--- config.mk ---
export PLATFORM = sky130hd
export DESIGN_NAME = lcd_bus_responder_flat
export DESIGN_NICKNAME = d
export VERILOG_FILES = /design/src/rtl/lcd_bus_responder_if.sv /design/src/rtl/lcd_bus_responder.sv /design/src/flat_wrapper.sv
export SDC_FILE = /design/constraint.sdc
export NUM_CORES = 1
export LEC_CHECK = 0
export CAP_MARGIN = 20
export CORE_MARGIN = 10
export CORE_UTILIZATION = 30
export DETAILED_ROUTE_END_ITERATION = 8
export SYNTH_ARGS = -nofsm -noshare
export SYNTH_HDL_FRONTEND = slang
export SYNTH_SLANG_ARGS = --single-unit
export TNS_END_PERCENT = 30
--- constraint.sdc ---
create_clock -name clk -period 5.9 [get_ports clk]
set_clock_uncertainty 0.1 [all_clocks]
set_input_delay 1.18 -clock clk [delete_from_list [all_inputs] [get_ports clk]]
set_output_delay 1.18 -clock clk [all_outputs]
set_load 0.02 [all_outputs]
--- src/rtl/lcd_bus_responder_if.sv ---
// Command link (DATA/OPER/ENB/RDY) and HD44780 8-bit parallel bus between
// the upstream sender and the LCD bus responder.
interface lcd_bus_responder_if;
  logic [7:0] DATA;
  logic [1:0] OPER;
  logic       ENB;
  logic       RDY;
  logic       LCD_RS;
  logic       LCD_RW;
  logic       LCD_E;
  logic [7:0] LCD_DB;

  modport master (
    output DATA, OPER, ENB,
    input  RDY, LCD_RS, LCD_RW, LCD_E, LCD_DB
  );

  modport slave (
    input  DATA, OPER, ENB,
    output RDY, LCD_RS, LCD_RW, LCD_E, LCD_DB
  );
endinterface

--- src/rtl/lcd_bus_responder.sv ---
// LCD-side responder: runs HD44780 power-on init, then turns one-byte commands
// into timed RS/DB/E writes. Optional one-entry command skid: LCD_CMD_SKID_EN.
module lcd_bus_responder #(
  parameter int unsigned T_SETUP    = 2,
  parameter int unsigned T_EPW      = 12,
  parameter int unsigned T_HOLD     = 2,
  parameter int unsigned T_CMD_WAIT = 2000,
  parameter int unsigned T_CLR_WAIT = 82000,
  parameter int unsigned T_POWERUP  = 750000
) (
  input  logic                 clk,
  input  logic                 rst_n,
  lcd_bus_responder_if.slave   bus
);

  localparam int unsigned T_MAX_A  = (T_SETUP > T_EPW) ? T_SETUP : T_EPW;
  localparam int unsigned T_MAX_B  = (T_MAX_A > T_HOLD) ? T_MAX_A : T_HOLD;
  localparam int unsigned T_MAX_C  = (T_MAX_B > T_CMD_WAIT) ? T_MAX_B : T_CMD_WAIT;
  localparam int unsigned T_MAX_D  = (T_MAX_C > T_CLR_WAIT) ? T_MAX_C : T_CLR_WAIT;
  localparam int unsigned T_MAX    = (T_MAX_D > T_POWERUP) ? T_MAX_D : T_POWERUP;
  localparam int unsigned CNT_W    = $clog2(T_MAX) + 1;
  localparam int unsigned IDX_W    = 3;
  localparam int unsigned ROM_LAST = 5;

  typedef enum logic [2:0] {
    PWR_WAIT, INIT_LOAD, SETUP, E_HIGH, HOLD, EXEC_WAIT, IDLE
  } state_e;

  state_e           state_q, state_d;
  logic [CNT_W-1:0] cnt_q, cnt_d;
  logic [IDX_W-1:0] idx_q, idx_d;
  logic             init_q, init_d;
  logic             rdy_q, rdy_d;
  logic             e_q, e_d;
  logic             rs_q, rs_d;
  logic [7:0]       db_q, db_d;

  logic             go;
  logic [1:0]       go_oper;
  logic [7:0]       go_data;
  logic             long_wait;
  logic [CNT_W-1:0] wait_last;

`ifdef LCD_CMD_SKID_EN
  logic             skid_vld_q, skid_vld_d;
  logic [1:0]       skid_oper_q, skid_oper_d;
  logic [7:0]       skid_data_q, skid_data_d;
`endif

  function automatic logic [7:0] init_rom(input logic [IDX_W-1:0] i);
    logic [7:0] b;
    case (i)
      3'd0, 3'd1, 3'd2: b = 8'h38;
      3'd3:             b = 8'h0C;
      3'd4:             b = 8'h01;
      default:          b = 8'h06;
    endcase
    return b;
  endfunction

  // Clear and return-home need the long execution time.
  assign long_wait = !rs_q && ((db_q == 8'h01) || (db_q == 8'h02) || (db_q == 8'h03));
  assign wait_last = long_wait ? CNT_W'(T_CLR_WAIT - 1) : CNT_W'(T_CMD_WAIT - 1);

  always_comb begin
    state_d = state_q;
    idx_d   = idx_q;
    init_d  = init_q;
    rs_d    = rs_q;
    db_d    = db_q;
    go      = 1'b0;
    go_oper = bus.OPER;
    go_data = bus.DATA;
`ifdef LCD_CMD_SKID_EN
    skid_vld_d  = skid_vld_q;
    skid_oper_d = skid_oper_q;
    skid_data_d = skid_data_q;
    if (state_q != IDLE && bus.ENB && rdy_q) begin
      skid_vld_d  = 1'b1;
      skid_oper_d = bus.OPER;
      skid_data_d = bus.DATA;
    end
`endif

    case (state_q)
      PWR_WAIT: begin
        if (cnt_q == CNT_W'(T_POWERUP - 1)) begin
          state_d = INIT_LOAD;
          idx_d   = '0;
        end
      end
      INIT_LOAD: begin
        db_d    = init_rom(idx_q);
        rs_d    = 1'b0;
        state_d = SETUP;
      end
      SETUP: begin
        if (cnt_q == CNT_W'(T_SETUP - 1)) state_d = E_HIGH;
      end
      E_HIGH: begin
        if (cnt_q == CNT_W'(T_EPW - 1)) state_d = HOLD;
      end
      HOLD: begin
        if (cnt_q == CNT_W'(T_HOLD - 1)) state_d = EXEC_WAIT;
      end
      EXEC_WAIT: begin
        if (cnt_q == wait_last) begin
          if (init_q && idx_q != IDX_W'(ROM_LAST)) begin
            idx_d   = idx_q + IDX_W'(1);
            state_d = INIT_LOAD;
          end else begin
            init_d  = 1'b0;
            state_d = IDLE;
          end
        end
      end
      IDLE: begin
`ifdef LCD_CMD_SKID_EN
        // A parked command leaves first; a new strobe this cycle takes its slot.
        if (skid_vld_q) begin
          go          = 1'b1;
          go_oper     = skid_oper_q;
          go_data     = skid_data_q;
          skid_vld_d  = bus.ENB && rdy_q;
          skid_oper_d = bus.OPER;
          skid_data_d = bus.DATA;
        end else if (bus.ENB && rdy_q) begin
          go = 1'b1;
        end
`else
        if (bus.ENB && rdy_q) go = 1'b1;
`endif
      end
      default: state_d = PWR_WAIT;
    endcase

    // Command launch from IDLE.
    if (go) begin
      case (go_oper)
        2'b00: begin rs_d = 1'b1; db_d = go_data; state_d = SETUP; end
        2'b01: begin rs_d = 1'b0; db_d = go_data; state_d = SETUP; end
        2'b10: begin rs_d = 1'b0; db_d = 8'h01;   state_d = SETUP; end
        default: begin
          init_d  = 1'b1;
          idx_d   = '0;
          state_d = INIT_LOAD;
        end
      endcase
    end

    cnt_d = (state_d != state_q || state_d == IDLE) ? '0 : cnt_q + CNT_W'(1);
    e_d   = (state_d == E_HIGH);
`ifdef LCD_CMD_SKID_EN
    rdy_d = !skid_vld_d || (state_d == IDLE);
`else
    rdy_d = (state_d == IDLE);
`endif
  end

  always_ff @(posedge clk or negedge rst_n) begin
    if (!rst_n) begin
      state_q <= PWR_WAIT;
      cnt_q   <= '0;
      idx_q   <= '0;
      init_q  <= 1'b1;
      rdy_q   <= 1'b0;
      e_q     <= 1'b0;
      rs_q    <= 1'b0;
      db_q    <= 8'h00;
    end else begin
      state_q <= state_d;
      cnt_q   <= cnt_d;
      idx_q   <= idx_d;
      init_q  <= init_d;
      rdy_q   <= rdy_d;
      e_q     <= e_d;
      rs_q    <= rs_d;
      db_q    <= db_d;
    end
  end

`ifdef LCD_CMD_SKID_EN
  always_ff @(posedge clk or negedge rst_n) begin
    if (!rst_n) begin
      skid_vld_q  <= 1'b0;
      skid_oper_q <= 2'b00;
      skid_data_q <= 8'h00;
    end else begin
      skid_vld_q  <= skid_vld_d;
      skid_oper_q <= skid_oper_d;
      skid_data_q <= skid_data_d;
    end
  end
`endif

  assign bus.RDY    = rdy_q;
  assign bus.LCD_E  = e_q;
  assign bus.LCD_RS = rs_q;
  assign bus.LCD_DB = db_q;
  assign bus.LCD_RW = 1'b0;

endmodule

--- src/flat_wrapper.sv ---
// flat-port wrapper written by rule: the top's interface ports become plain ports
module lcd_bus_responder_flat 
#(
  parameter int unsigned T_SETUP    = 2,
  parameter int unsigned T_EPW      = 12,
  parameter int unsigned T_HOLD     = 2,
  parameter int unsigned T_CMD_WAIT = 2000,
  parameter int unsigned T_CLR_WAIT = 82000,
  parameter int unsigned T_POWERUP  = 750000
)
  (clk, rst_n, bus_DATA, bus_OPER, bus_ENB, bus_RDY, bus_LCD_RS, bus_LCD_RW, bus_LCD_E, bus_LCD_DB);
  lcd_bus_responder_if bus_i ();
  input  logic clk;
  input  logic rst_n;
  input wire logic [$bits(bus_i.DATA)-1:0] bus_DATA;
  input wire logic [$bits(bus_i.OPER)-1:0] bus_OPER;
  input wire logic [$bits(bus_i.ENB)-1:0] bus_ENB;
  output wire logic [$bits(bus_i.RDY)-1:0] bus_RDY;
  output wire logic [$bits(bus_i.LCD_RS)-1:0] bus_LCD_RS;
  output wire logic [$bits(bus_i.LCD_RW)-1:0] bus_LCD_RW;
  output wire logic [$bits(bus_i.LCD_E)-1:0] bus_LCD_E;
  output wire logic [$bits(bus_i.LCD_DB)-1:0] bus_LCD_DB;
  assign bus_i.DATA = bus_DATA;
  assign bus_i.OPER = bus_OPER;
  assign bus_i.ENB = bus_ENB;
  assign bus_RDY = bus_i.RDY;
  assign bus_LCD_RS = bus_i.LCD_RS;
  assign bus_LCD_RW = bus_i.LCD_RW;
  assign bus_LCD_E = bus_i.LCD_E;
  assign bus_LCD_DB = bus_i.LCD_DB;
  lcd_bus_responder #(.T_SETUP(T_SETUP), .T_EPW(T_EPW), .T_HOLD(T_HOLD), .T_CMD_WAIT(T_CMD_WAIT), .T_CLR_WAIT(T_CLR_WAIT), .T_POWERUP(T_POWERUP)) u_core (.clk(clk), .rst_n(rst_n), .bus(bus_i));
endmodule
==> impl_metrics.env, run 1 <==
export IMPL_max_cap_viol_count=0
export IMPL_final_max_slew_violation_count=0
export IMPL_yosys_cell_types_count=48
export IMPL_fillerInstances=808
export IMPL_n_antenna_cell=0
export IMPL_total_leakage_power_nw=1.149
export IMPL_synth_cells=248
export IMPL_synth_largest_type_area_fraction_pct=40.43
export IMPL_hold_buffers=0
export IMPL_route_detailed_drc=0
export IMPL_worst_endpoint_arrival_ns=3.55
export IMPL_initial_core_util_pct=30.60
export IMPL_setup_tns_final_ns=0
export IMPL_synth_top_cell_by_area="sky130_fd_sc_hd__dfrtp_1"
export IMPL_half_perimeter_wire_length_after_detailed_placement_um=3842
export IMPL_buffers_added_on_ports=23
export IMPL_initialDrtViolationCount=86
export IMPL_grt_first_pass_wirelength_um=9045
export IMPL_regToRegSetupSlack_ns=2.63
export IMPL_post_cts_setup_inserts=0
export IMPL_max_freq_mhz=292.1
export IMPL_design_die_area_mm2=0.01178
export IMPL_cts_tree="built"
export IMPL_avgSynthCellArea_um2=9.485
export IMPL_p_sw_share_pct=19.81
export IMPL_clockBufferDepth=2
export IMPL_die_height_um=108.6
export IMPL_timing_critical_path_to_type="flop"
export IMPL_worstMarginPinSlew_ns=0.9542
export IMPL_finalHoldWorstSlack_ns=0.4155
export IMPL_rsz0062_at_grt="false"
export IMPL_final_layout_size_suffix_gt1_share_pct=15.04
export IMPL_dr_pass1_iters=4
export IMPL_gp_congestion=0.7903
export IMPL_hold_path_class="reg -> reg"
export IMPL_grt_max_degree=40
export IMPL_number_of_antenna_violations_at_the_first_check_in_global_routing=0
export IMPL_die_width_um=108.6
export IMPL_fin_crit_sh_pct=58.02
export IMPL_finalWorstPathRequiredPeriod_ns=3.423
export IMPL_synth_seq_cells=39
export IMPL_clock_root_buffer="sky130_fd_sc_hd__clkbuf_8"
export IMPL_routed_wire_length_um=5170
export IMPL_critical_path_max_fanout=21
export IMPL_relSlewSlack_pct=35.80
export IMPL_clk_pin_slew_ns=0.08
export IMPL_clock_tree_htree_level_count=2
export IMPL_criticalPathCategory="in -> reg"
export IMPL_place_ws_ns=2.194
export IMPL_cts_inserted_buffers=5
export IMPL_worst_setup_path_start_kind="input pin"
export IMPL_outcome="finished, final reports clean"
export IMPL_post_cts_resized_instances=0
export IMPL_p_comb_share_pct=2.8
export IMPL_setup_viol_count_final=0
export IMPL_final_core_util_pct=35.63
export IMPL_power_per_cell_area_mw_per_mm2=187.0
export IMPL_cts_sink_count=39
export IMPL_syn_num_nets=268
export IMPL_grt_ovf=0
export IMPL_vdd_ir_drop_worst_mv=0.07581
export IMPL_fin_nets=285
export IMPL_synth_area_mm2=0.002352
export IMPL_clock_insertion_delay_worst_skew_ns=0.29
export IMPL_io_pin_count=25
export IMPL_routed_via_density=5.011
export IMPL_routed_wire_length_per_instance_um=14.05
export IMPL_yosysWarningCount=0
export IMPL_hold_viol=0
export IMPL_post_route_worst_setup_slack_ns=2.477
export IMPL_rows=32
export IMPL_number_of_global_route_vias_before_repair=1900
export IMPL_core_region_mm2=0.007687
export IMPL_detail_route_antenna_nets=0
export IMPL_power_share_clock_pct=45.1
export IMPL_power_mw=0.5121
export IMPL_cell_internal_power_mw=0.4107
export IMPL_critPathRequiredTime_ns=6.02
export IMPL_sequential_fraction_of_the_synthesis_area_pct=41.54
export IMPL_vias=1844
export IMPL_seq_power_share_pct=52.2
export IMPL_area_growth_syn_to_layout_pct=16.44
export IMPL_grt_total_usage_pct=9.393
export IMPL_synth_top_cells_by_area="sky130_fd_sc_hd__dfrtp_1, sky130_fd_sc_hd__a21oi_2, sky130_fd_sc_hd__xor2_1"
export IMPL_net_switching_power_mw=0.1015
synth_stat cells, drive strengths merged:
master	n
nand2	22
xor2	13
nor2	20
dfrtp	38
or3	2
a21boi	1
or2	1
dfstp	1
nor2b	2
a21oi	32
nor3b	1
and3	6
a22o	2
nand4b	1
or4	3
and2	1
nor4b	1
nor4	3
xnor2	7
o221ai	1
mux2i	1
clkbuf	6
o21ba	1
buf	8
nand3	18
nor3	9
o21ai	8
o21a	2
inv	9
ha	7
o22ai	1
a211o	1
o211ai	2
and4	5
conb	1
nand4	9
o31ai	2
cells by family (layout without fill, tap and decap cells):
family                   after synthesis  in the layout  share of synthesized area (%)
AND/OR/NAND/NOR                      104            104                          24.31
AO/OA/AOI/OAI                         53             53                          17.07
flip-flops                            39             39                          41.54
buffers and inverters                 23             41                          5.319
XOR/XNOR                              20             20                          7.447
adder cells (fa/ha/maj)                7              7                          3.723
other                                  1              1                         0.1594
multiplexers                           1              1                         0.4255
flip-flops by register name (all words and copies together) (netlist names):
signal	flops
u_core.bus.LCD_DB	8
u_core.bus.LCD_E	1
u_core.state_q	3
u_core.init_q	1
u_core.cnt_q	21
u_core.bus.LCD_RS	1
u_core.bus.RDY	1
u_core.idx_q	3
path summary, 6_finish.rpt:
kind                                              to             from  depth (start not counted)
min in group asynchronous            u_core.idx_q[1]            rst_n                          1
worst min-delay path                 u_core.cnt_q[0]  u_core.cnt_q[0]                          1
max in group asynchronous       u_core.bus.LCD_DB[0]            rst_n                          1
worst min register to register       u_core.cnt_q[0]  u_core.cnt_q[0]                          1
worst max register to register      u_core.cnt_q[20]  u_core.cnt_q[4]                          7
worst max-delay path                u_core.cnt_q[16]          bus_ENB                          8
power by group through the flow:
stage          Clock [mW]  Sequential (mW)  Combinational [mW]
6_report            0.231            0.267              0.0143
5_1_grt             0.251            0.267              0.0162
4_1_cts             0.237            0.267              0.0149
3_5_place_dp            0            0.272              0.0147
3_3_place_gp            0            0.272              0.0147
2_1_floorplan           0            0.272             0.00134
area by class of cell:
class                      instances  area, um^2  area share (%)
multi-input combinational        186        1250           45.64
sequential                        39       977.2           35.68
timing repair buffer              24       232.7           8.497
tap                              102       127.6           4.660
clock buffer                       6       82.58           3.015
clock inverter                     2       35.03           1.279
inverter                           9       33.78           1.233
stage by stage:
step,cell area [um^2],cells
after detailed placement,2621,360
final,2739,368
after global routing,2739,368
after CTS,2739,368
after global placement,2621,360
after floorplan,2352,248
routing by layer:
metal	wire [um]	vias to the layer above	track usage [%]
met4	54	0	2.919
met2	2439	36	15.69
met5	0	-	0
met3	250	5	2.499
met1	2425	891	11.54
li1	-	912	-
layout by cell type (no fill, tap or decap), drive strengths merged, types with 2 or more instances in the layout:
cell	Yosys	layout
dfrtp	38	38
xor2	13	13
ha	7	7
nor2	20	20
o21ai	8	8
nor4	3	3
o31ai	2	2
o211ai	2	2
or3	2	2
clkdlybuf4s50	0	22
buf	8	2
clkbuf	6	6
nand3	18	18
xnor2	7	7
and3	6	6
nand4	9	9
nor3	9	9
a22o	2	2
inv	9	9
nand2	22	22
and4	5	5
nor2b	2	2
a21oi	32	32
o21a	2	2
or4	3	3
critical path, cell delays in order:
cell,delay [ns]
sky130_fd_sc_hd__clkdlybuf4s50_1,0.49
sky130_fd_sc_hd__nand2_1,0.09
sky130_fd_sc_hd__nor4_1,0.82
sky130_fd_sc_hd__nor2_1,0.12
sky130_fd_sc_hd__o21a_1,0.17
sky130_fd_sc_hd__a21oi_4,0.18
sky130_fd_sc_hd__o21ai_4,0.26
sky130_fd_sc_hd__a21oi_2,0.23
(Power assumes the default switching activity.)
==> run 2: changes to the inputs <==
Clock period 5.9 ns to 3.6 ns, I/O delays scaled along.
==> run 2 against run 1 <==
  * Combinational power is 66% higher
  * Global-route usage down 0.23 points
  * Die area stayed put
  * Via count shrank 2.0%
  * Largest power group unchanged
==> impl_metrics.env, run 2 (same netlist as run 1, synthesis figures left out) <==
export IMPL_grt_total_usage_pct=9.162
export IMPL_fin_crit_sh_pct=81.46
export IMPL_routed_wire_length_um=5184
export IMPL_io_pin_count=25
export IMPL_clockBufferDepth=2
export IMPL_worst_endpoint_arrival_ns=2.99
export IMPL_core_region_mm2=0.007687
export IMPL_finalWorstPathRequiredPeriod_ns=2.933
export IMPL_critical_path_max_fanout=21
export IMPL_hold_viol=0
export IMPL_fillerInstances=815
export IMPL_fin_nets=287
export IMPL_final_layout_size_suffix_gt1_share_pct=15.30
export IMPL_place_detailed_instances=362
export IMPL_hold_path_class="reg -> reg"
export IMPL_flip_flop_count_of_the_largest_register_after_layout=21
export IMPL_cell_with_the_biggest_individual_delay_on_the_critical_path="sky130_fd_sc_hd__or4_1"
export IMPL_design_die_area_mm2=0.01178
export IMPL_routed_wl_met2_um=2257
export IMPL_number_of_antenna_violations_at_the_first_check_in_global_routing=0
export IMPL_met1Wirelength_um=2580
export IMPL_power_per_cell_area_mw_per_mm2=288.2
export IMPL_power_mw=0.7887
export IMPL_die_height_um=108.6
export IMPL_clock_root_buffer="sky130_fd_sc_hd__clkbuf_8"
export IMPL_number_of_global_route_vias_before_repair=1925
export IMPL_mostFrequentLayoutCells="sky130_fd_sc_hd__dfrtp_1, sky130_fd_sc_hd__nand2_1, sky130_fd_sc_hd__clkdlybuf4s50_1"
export IMPL_cts_tree="built"
export IMPL_outcome="finished, final reports clean"
export IMPL_final_max_slew_violation_count=0
export IMPL_die_width_um=108.6
export IMPL_cts_inserted_buffers=5
export IMPL_routed_via_density=4.886
export IMPL_worstMarginPinSlew_ns=0.9010
export IMPL_max_flop_register="u_core.cnt_q"
export IMPL_routed_wire_length_per_instance_um=14.01
export IMPL_dr_wl_met3_um=299
export IMPL_criticalPathCategory="reg -> reg"
export IMPL_buffers_added_on_ports=23
export IMPL_setup_tns_final_ns=0
export IMPL_routed_top_layer="met4"
export IMPL_post_cts_setup_inserts=0
export IMPL_grt_first_pass_wirelength_um=8907
export IMPL_final_cells=370
export IMPL_post_cts_resized_instances=0
export IMPL_worst_setup_path_start_kind="flop"
export IMPL_max_stage_delay_ns=0.57
export IMPL_clock_tree_htree_level_count=2
export IMPL_relSlewSlack_pct=39.94
export IMPL_layout_cells_most_common="sky130_fd_sc_hd__dfrtp_1"
export IMPL_area_growth_syn_to_layout_pct=16.33
export IMPL_clk_pin_slew_ns=0.08
export IMPL_worstPathCellList="or4_1 -> nor4_2 -> nand4_2 -> o21ba_1 -> or3_4 -> o21ai_4 -> buf_4 -> a21oi_1"
export IMPL_vias=1808
export IMPL_hold_buffers=0
export IMPL_initialDrtViolationCount=55
export IMPL_critPathRequiredTime_ns=3.66
export IMPL_grt_max_degree=40
export IMPL_cts_sink_count=39
export IMPL_dr_pass1_iters=4
export IMPL_rsz0062_at_grt="false"
export IMPL_vdd_ir_drop_worst_mv=0.1456
export IMPL_max_freq_mhz=341.0
export IMPL_initial_core_util_pct=30.60
export IMPL_half_perimeter_wire_length_after_detailed_placement_um=3849
export IMPL_detail_route_antenna_nets=0
export IMPL_route_detailed_drc=0
export IMPL_hp_start="u_core.cnt_q[0]"
export IMPL_r2r_start="u_core.cnt_q[13]"
export IMPL_gp_congestion=0.7937
export IMPL_post_route_worst_setup_slack_ns=0.6674
export IMPL_total_leakage_power_nw=1.149
export IMPL_area_sequential_um2=977.2
export IMPL_max_cap_viol_count=0
export IMPL_clock_insertion_delay_worst_skew_ns=0.29
export IMPL_place_ws_ns=0.6847
export IMPL_multi_input_comb_area_mm2=0.001250
export IMPL_crit_path_start="u_core.cnt_q[13]"
export IMPL_grt_ovf=0
export IMPL_rows=32
export IMPL_setup_viol_count_final=0
export IMPL_n_antenna_cell=0
export IMPL_timing_critical_path_to_type="flop"
-- run 2: cell types whose count changed in the layout (fill, tap and decap cells not counted), sizes merged --
| cell | delta |
|---|---|
| buf | +2 |
| clkbuf | +2 |
| clkinv | -1 |
| bufinv | -1 |
-- run 2: path summary, 6_finish.rpt --
path / end / slack, ns / cells after the start
setup reg to reg: u_core.cnt_q[20] / 0.67 / 8
min in group asynchronous: u_core.bus.LCD_DB[6] / 0.46 / 1
setup / recovery: u_core.cnt_q[20] / 0.67 / 8
hold reg to reg: u_core.cnt_q[0] / 0.42 / 1
hold / removal: u_core.cnt_q[0] / 0.42 / 1
max in group asynchronous: u_core.cnt_q[15] / 2.39 / 1
-- run 2: per-layer routing --
layer / up-vias / track usage [%]
met5: - / 0
met4: 0 / 2.825
met3: 5 / 2.736
met2: 33 / 14.48
met1: 856 / 11.76
li1: 914 / -
-- run 2: stage by stage --
stage / utilization (%) / hold WS (ns) / cell area [um^2]
final: 35.60 / 0.4235 / 2736
after global routing: 35.60 / 0.4553 / 2736
after CTS: 35.60 / 0.4212 / 2736
after detailed placement: 34.29 / 0.4103 / 2636
after global placement: 34.29 / 0.3998 / 2636
after floorplan: - / 0.3244 / 2352
-- run 2: power by group --
group / total [mW] / switching, mW / internal (mW)
Combinational: 0.0238 / 0.0128 / 0.0110
Sequential: 0.438 / 0 / 0.438
Clock: 0.327 / 0.152 / 0.175
-- run 2: worst max-delay path, delay by kind of cell, from the launching register on --
kind / cells / cell delay [ns]
DFF: 1 / 0.45
buffers and inverters: 1 / 0.33
and+or+nand+nor: 4 / 1.46
AOI/OAI and AO/OA: 3 / 0.44
-- run 2: final cells by class --
class / count / area share (%)
multi-input combinational: 186 / 45.68
inverter: 9 / 1.235
timing repair buffer: 26 / 9.054
sequential: 39 / 35.71
clock buffer: 8 / 3.658
tap: 102 / 4.664
